### src/rtl/reg_file_wr_demux_pkg.sv
// Shared definitions for the register file and its write demultiplexer.
// Holds the register-file geometry, the reserved zero-register address, and
// the address/data word typedefs used across the block.
package reg_file_wr_demux_pkg;

    localparam int unsigned REG_AW   = 5;
    localparam int unsigned REG_DW   = 32;
    localparam int unsigned NUM_REGS = 32;

    localparam logic [REG_AW-1:0] REG_ZERO = 5'd0;

    typedef logic [REG_AW-1:0] reg_addr_t;
    typedef logic [REG_DW-1:0] data_word_t;

endpackage : reg_file_wr_demux_pkg

### src/rtl/reg_file_wr_demux_wr_demux_1to32.sv
// Write-address demultiplexer: turns (we, wa) into a one-hot register enable.
// Ports:
//   i_we    write enable
//   i_wa    write address
//   o_en_c  combinational one-hot enable, bit 0 always 0 (register 0 is read-only)
module wr_demux_1to32
    import reg_file_wr_demux_pkg::*;
#(
    parameter int unsigned AW = REG_AW
) (
    input  logic              i_we,
    input  logic [AW-1:0]     i_wa,
    output logic [(1<<AW)-1:0] o_en_c
);

    // With we low the address is never used, so an unknown address cannot
    // reach the enable vector.
    always_comb begin
        o_en_c = '0;
        if (i_we) begin
            o_en_c[i_wa] = 1'b1;
        end
        o_en_c[0] = 1'b0;
    end

endmodule : wr_demux_1to32

### src/rtl/reg_file_wr_demux.sv
// 2**AW x DW general-purpose register file with a demultiplexed write port,
// two combinational read ports and register 0 hardwired to zero.
// Ports:
//   i_clk           clock, state updates on the rising edge
//   i_rst           synchronous active-high reset, clears every register
//   i_we/i_wa/i_wd  write enable, address and data
//   i_ra1/i_ra2     read addresses
//   o_rd1/o_rd2     combinational read data (optional same-cycle write bypass)
//   o_wr_hit        registered, high the cycle after a write that changed a register
module reg_file_wr_demux
    import reg_file_wr_demux_pkg::*;
#(
    parameter int unsigned DW     = REG_DW,
    parameter int unsigned AW     = REG_AW,
    parameter bit          BYPASS = 1'b1
) (
    input  logic          i_clk,
    input  logic          i_rst,
    input  logic          i_we,
    input  logic [AW-1:0] i_wa,
    input  logic [DW-1:0] i_wd,
    input  logic [AW-1:0] i_ra1,
    input  logic [AW-1:0] i_ra2,
    output logic [DW-1:0] o_rd1,
    output logic [DW-1:0] o_rd2,
    output logic          o_wr_hit
);

    localparam int unsigned DEPTH = 1 << AW;

    logic [DEPTH-1:0] w_en;
    logic [DW-1:0]    r_regs [DEPTH];
    logic             r_wr_hit;
    logic [DW-1:0]    w_rd1;
    logic [DW-1:0]    w_rd2;

    // Write demux; enable bit 0 is always clear.
    wr_demux_1to32 #(
        .AW (AW)
    ) u_wr_demux (
        .i_we   (i_we),
        .i_wa   (i_wa),
        .o_en_c (w_en)
    );

    // Storage: reset beats any write in the same cycle.
    always_ff @(posedge i_clk) begin
        if (i_rst) begin
            for (int i = 0; i < int'(DEPTH); i++) begin
                r_regs[i] <= '0;
            end
        end else begin
            for (int i = 1; i < int'(DEPTH); i++) begin
                if (w_en[i]) begin
                    r_regs[i] <= i_wd;
                end
            end
        end
    end

    // Write-hit flag: any set enable bit is a qualifying (nonzero-address) write.
    always_ff @(posedge i_clk) begin
        if (i_rst) begin
            r_wr_hit <= 1'b0;
        end else begin
            r_wr_hit <= |w_en;
        end
    end

    // Read port 1; w_en[ra] implies we=1 and wa==ra!=0.
    always_comb begin
        w_rd1 = '0;
        if (i_ra1 != REG_ZERO) begin
            w_rd1 = r_regs[i_ra1];
        end
        if (BYPASS && !i_rst && w_en[i_ra1]) begin
            w_rd1 = i_wd;
        end
    end

    // Read port 2, same rules as port 1.
    always_comb begin
        w_rd2 = '0;
        if (i_ra2 != REG_ZERO) begin
            w_rd2 = r_regs[i_ra2];
        end
        if (BYPASS && !i_rst && w_en[i_ra2]) begin
            w_rd2 = i_wd;
        end
    end

    assign o_rd1    = w_rd1;
    assign o_rd2    = w_rd2;
    assign o_wr_hit = r_wr_hit;

endmodule : reg_file_wr_demux

### config.mk
export PLATFORM = sky130hd
export DESIGN_NAME = reg_file_wr_demux
export DESIGN_NICKNAME = d
export VERILOG_FILES = /design/src/rtl/reg_file_wr_demux_pkg.sv /design/src/rtl/reg_file_wr_demux_wr_demux_1to32.sv /design/src/rtl/reg_file_wr_demux.sv
export SDC_FILE = /design/constraint.sdc
export NUM_CORES = 2
export LEC_CHECK = 0
export BUFFER_PORTS_ARGS = -buffer_cell sky130_fd_sc_hd__buf_2
export CORE_ASPECT_RATIO = 1.1
export CORE_MARGIN = 5
export CORE_UTILIZATION = 35
export DETAILED_ROUTE_END_ITERATION = 12
export RECOVER_POWER = 100
export SETUP_SLACK_MARGIN = 0.05
export SLEW_MARGIN = 20
export SYNTH_ARGS = -nofsm -noshare
export SYNTH_HDL_FRONTEND = slang
export SYNTH_HIERARCHICAL = 1
export SYNTH_SLANG_ARGS = --single-unit
### constraint.sdc
create_clock -name i_clk -period 2.55 [get_ports i_clk]
set_input_delay 0 -clock i_clk [delete_from_list [all_inputs] [get_ports i_clk]]
set_output_delay 0 -clock i_clk [all_outputs]
set_load 0.03 [all_outputs]
==> flow_metrics.env <==
export IMPL_cts_tree="built"
export IMPL_clock_fmax_mhz=346
export IMPL_area_growth_pct=20.5
export IMPL_min_period_ns=2.89
export IMPL_initial_core_util=0.353
export IMPL_synth_area_leaders="edfxtp_1, mux4_2, and2_1"
export IMPL_synth_async_reset_ratio=0
export IMPL_ir_drop_uv=593
export IMPL_endpoint_kind="output port"
export IMPL_cts_root_buffer_cell="clkbuf_16"
export IMPL_syn_cell_area_mm2=0.0523
export IMPL_die_h_um=415
export IMPL_htree_levels=3
export IMPL_static_leakage_power_nw=21.7
export IMPL_max_stage_delay_ns=0.53
export IMPL_clk_pin_slew_ns=0.07
export IMPL_gp_congestion=0.861
export IMPL_synth_edf_count=992
export IMPL_dp_worst_setup_slack_ns=-0.447
export IMPL_grt_overflow_total=0
export IMPL_slew_violations=15
export IMPL_clock_sinks=993
export IMPL_synth_warnings=6
export IMPL_violations="max-capacitance violations, max-slew violations, negative setup slack"
export IMPL_placementRows=148
export IMPL_ys_seq_area_frac=0.570
export IMPL_fin_crit_sh=1.13
export IMPL_syn_area_per_cell_um2=15.8
export IMPL_grt_first_pass_wirelength_mm=263
export IMPL_cp_cell_sequence="mux4_2, mux4_2, mux2_2, mux2_2, buf_2"
export IMPL_drive_gt1_frac=0.360
export IMPL_required_ns=2.55
export IMPL_worst_ep_arrival_time_ns=2.89
export IMPL_hold_violations=0
export IMPL_firstDrtPassIters=6
export IMPL_layout_nets=3700
export IMPL_grt_util_all_layers=0.235
export IMPL_cp_max_fo=2
export IMPL_synth_seq_cells=993
export IMPL_slowest_stage="mux4_2"
export IMPL_grt_pass1_vias=35000
export IMPL_finalPower_mw=42.2
export IMPL_yosys_area_top_type="edfxtp_1"
export IMPL_routed_wirelength_mm=190
export IMPL_grt_start_max_net_pins=57
export IMPL_rsz0062_at_grt="yes"
export IMPL_outcome="finished, violations left"
export IMPL_hold_path_class="input pin to flip-flop"
export IMPL_vias_per_cell=6.09
export IMPL_synthFlopType="edfxtp_1"
export IMPL_drc=0
export IMPL_grt_antenna_before_repair=16
export IMPL_synth_top_area_frac=0.570
export IMPL_synthCells=3308
export IMPL_num_vias=34600
export IMPL_multi_input_area_mm2=0.0222
export IMPL_synth_cell_types=52
export IMPL_critPathKind="flip-flop to output port"
export IMPL_syn_num_nets=3358
export IMPL_fp_dieW_um=379
export IMPL_layout_common_cells="edfxtp_1, mux4_2, and2_1"
export IMPL_worst_slack_ns=-0.337
export IMPL_die_area_mm2=0.157
export IMPL_final_common_cell="edfxtp_1"
export IMPL_timing_hold_ws_ns=0.0901
export IMPL_critPathLaunchType="flip-flop"
export IMPL_io_pins=115
export IMPL_relSlewSlack=-0.0572
export IMPL_ant_nets=0
export IMPL_core_region_area_mm2=0.148
export IMPL_tightest_slew_ns=1.59
export IMPL_maxCapViolCount=2
export IMPL_port_buffers=114
export IMPL_p_per_area_mw_per_mm2=671
export IMPL_setup_viol=90
export IMPL_numCtsBuffers=101
export IMPL_drtIter0Drc=4370
export IMPL_hpwlAfterDp_mm=118
export IMPL_fill_cells=13200
export IMPL_clockBufferDepth=3
export IMPL_seq_area_mm2=0.0298
export IMPL_wire_per_inst_um=33.5
through the flow:
stage | TNS [ns] | area, um2 | std cells | utilization
after global placement | -3.61 | 58200 | 5438 | 0.393
final | -13.58 | 63000 | 5687 | 0.425
after global routing | -19.04 | 63000 | 5683 | 0.425
after floorplan | -1.65 | 52300 | 3308 | -
after CTS | -7.41 | 63000 | 5660 | 0.425
after detailed placement | -4.11 | 58200 | 5438 | 0.393
kinds of logic after synthesis:
group	share of synthesized area
muxes	0.247
AOI/OAI and AO/OA	0.0602
and+or+nand+nor	0.0946
buffers and inverters	0.0281
other	0.0000717
DFF	0.570
layer usage:
layer	vias up	global-route usage	routed length [um]	share of wire
met5	-	0	9	0.000047
met4	2	0.0955	9290	0.049
met3	440	0.0386	18400	0.097
met2	2090	0.383	90100	0.47
met1	18100	0.314	72500	0.38
li1	14000	-	-	-
path summary, 6_finish.rpt:
kind / startpoint / end / slack (ns) / cells past startpoint
worst max-delay path: r_regs[12][1] / o_rd2[1] / -0.34 / 5
worst min-delay path: i_wd[7] / r_regs[10][7] / 0.09 / 3
layout make-up:
type	instances	area share
Sequential cell	993	0.473
Multi-Input combinational cell	1996	0.353
Timing Repair Buffer	556	0.0808
Clock buffer	111	0.0414
Tap cell	1950	0.0387
Clock inverter	74	0.0125
Antenna cell	5	0.000199
Inverter	2	0.000119
cells in the mapped netlist (all sizes together), types with 6 or more instances:
master / count
mux4: 414
edfxtp: 992
nand2b: 23
nor2: 51
mux2: 169
and3: 7
o221ai: 18
o31ai: 12
nand4: 14
o311ai: 9
buf: 123
and2: 550
or2: 34
a221oi: 10
nor4: 9
a21oi: 43
o22ai: 17
a211oi: 31
a32o: 17
a31oi: 24
clkbuf: 194
o2111ai: 17
o211a: 6
mux2i: 162
o21ai: 24
a22o: 37
nand2: 54
nor2b: 55
a221o: 18
o211ai: 6
nand3: 26
a22oi: 126
sequential cells by signal, summed over array words and instances (netlist names):
register	cells
r_regs	992
o_wr_hit	1
where the power goes:
part / internal, mW / switching [mW] / total [mW]
clock network: 8.89 / 6.59 / 15.5
logic: 3.12 / 3.93 / 7.05
registers: 19.2 / 0.528 / 19.7
total: 31.2 / 11.1 / 42.2
what timing repair did:
action / in CTS / in global routing
cloned: 0 / 6
setup buffers: 15 / 19
hold endpoints to repair: 401 / 0
endpoints found under the setup margin: 64 / 63
hold buffers: 30 / 0
pin swaps: 79 / 46
resized for setup: 273 / 128
worst max-delay path, delay by kind of cell, from the launching register on:
kind / cells / cell delay [ns]
DFF: 1 / 0.40
muxes: 4 / 1.61
buffers and inverters: 1 / 0.18
No activity file was read; power rests on OpenSTA's default activity.
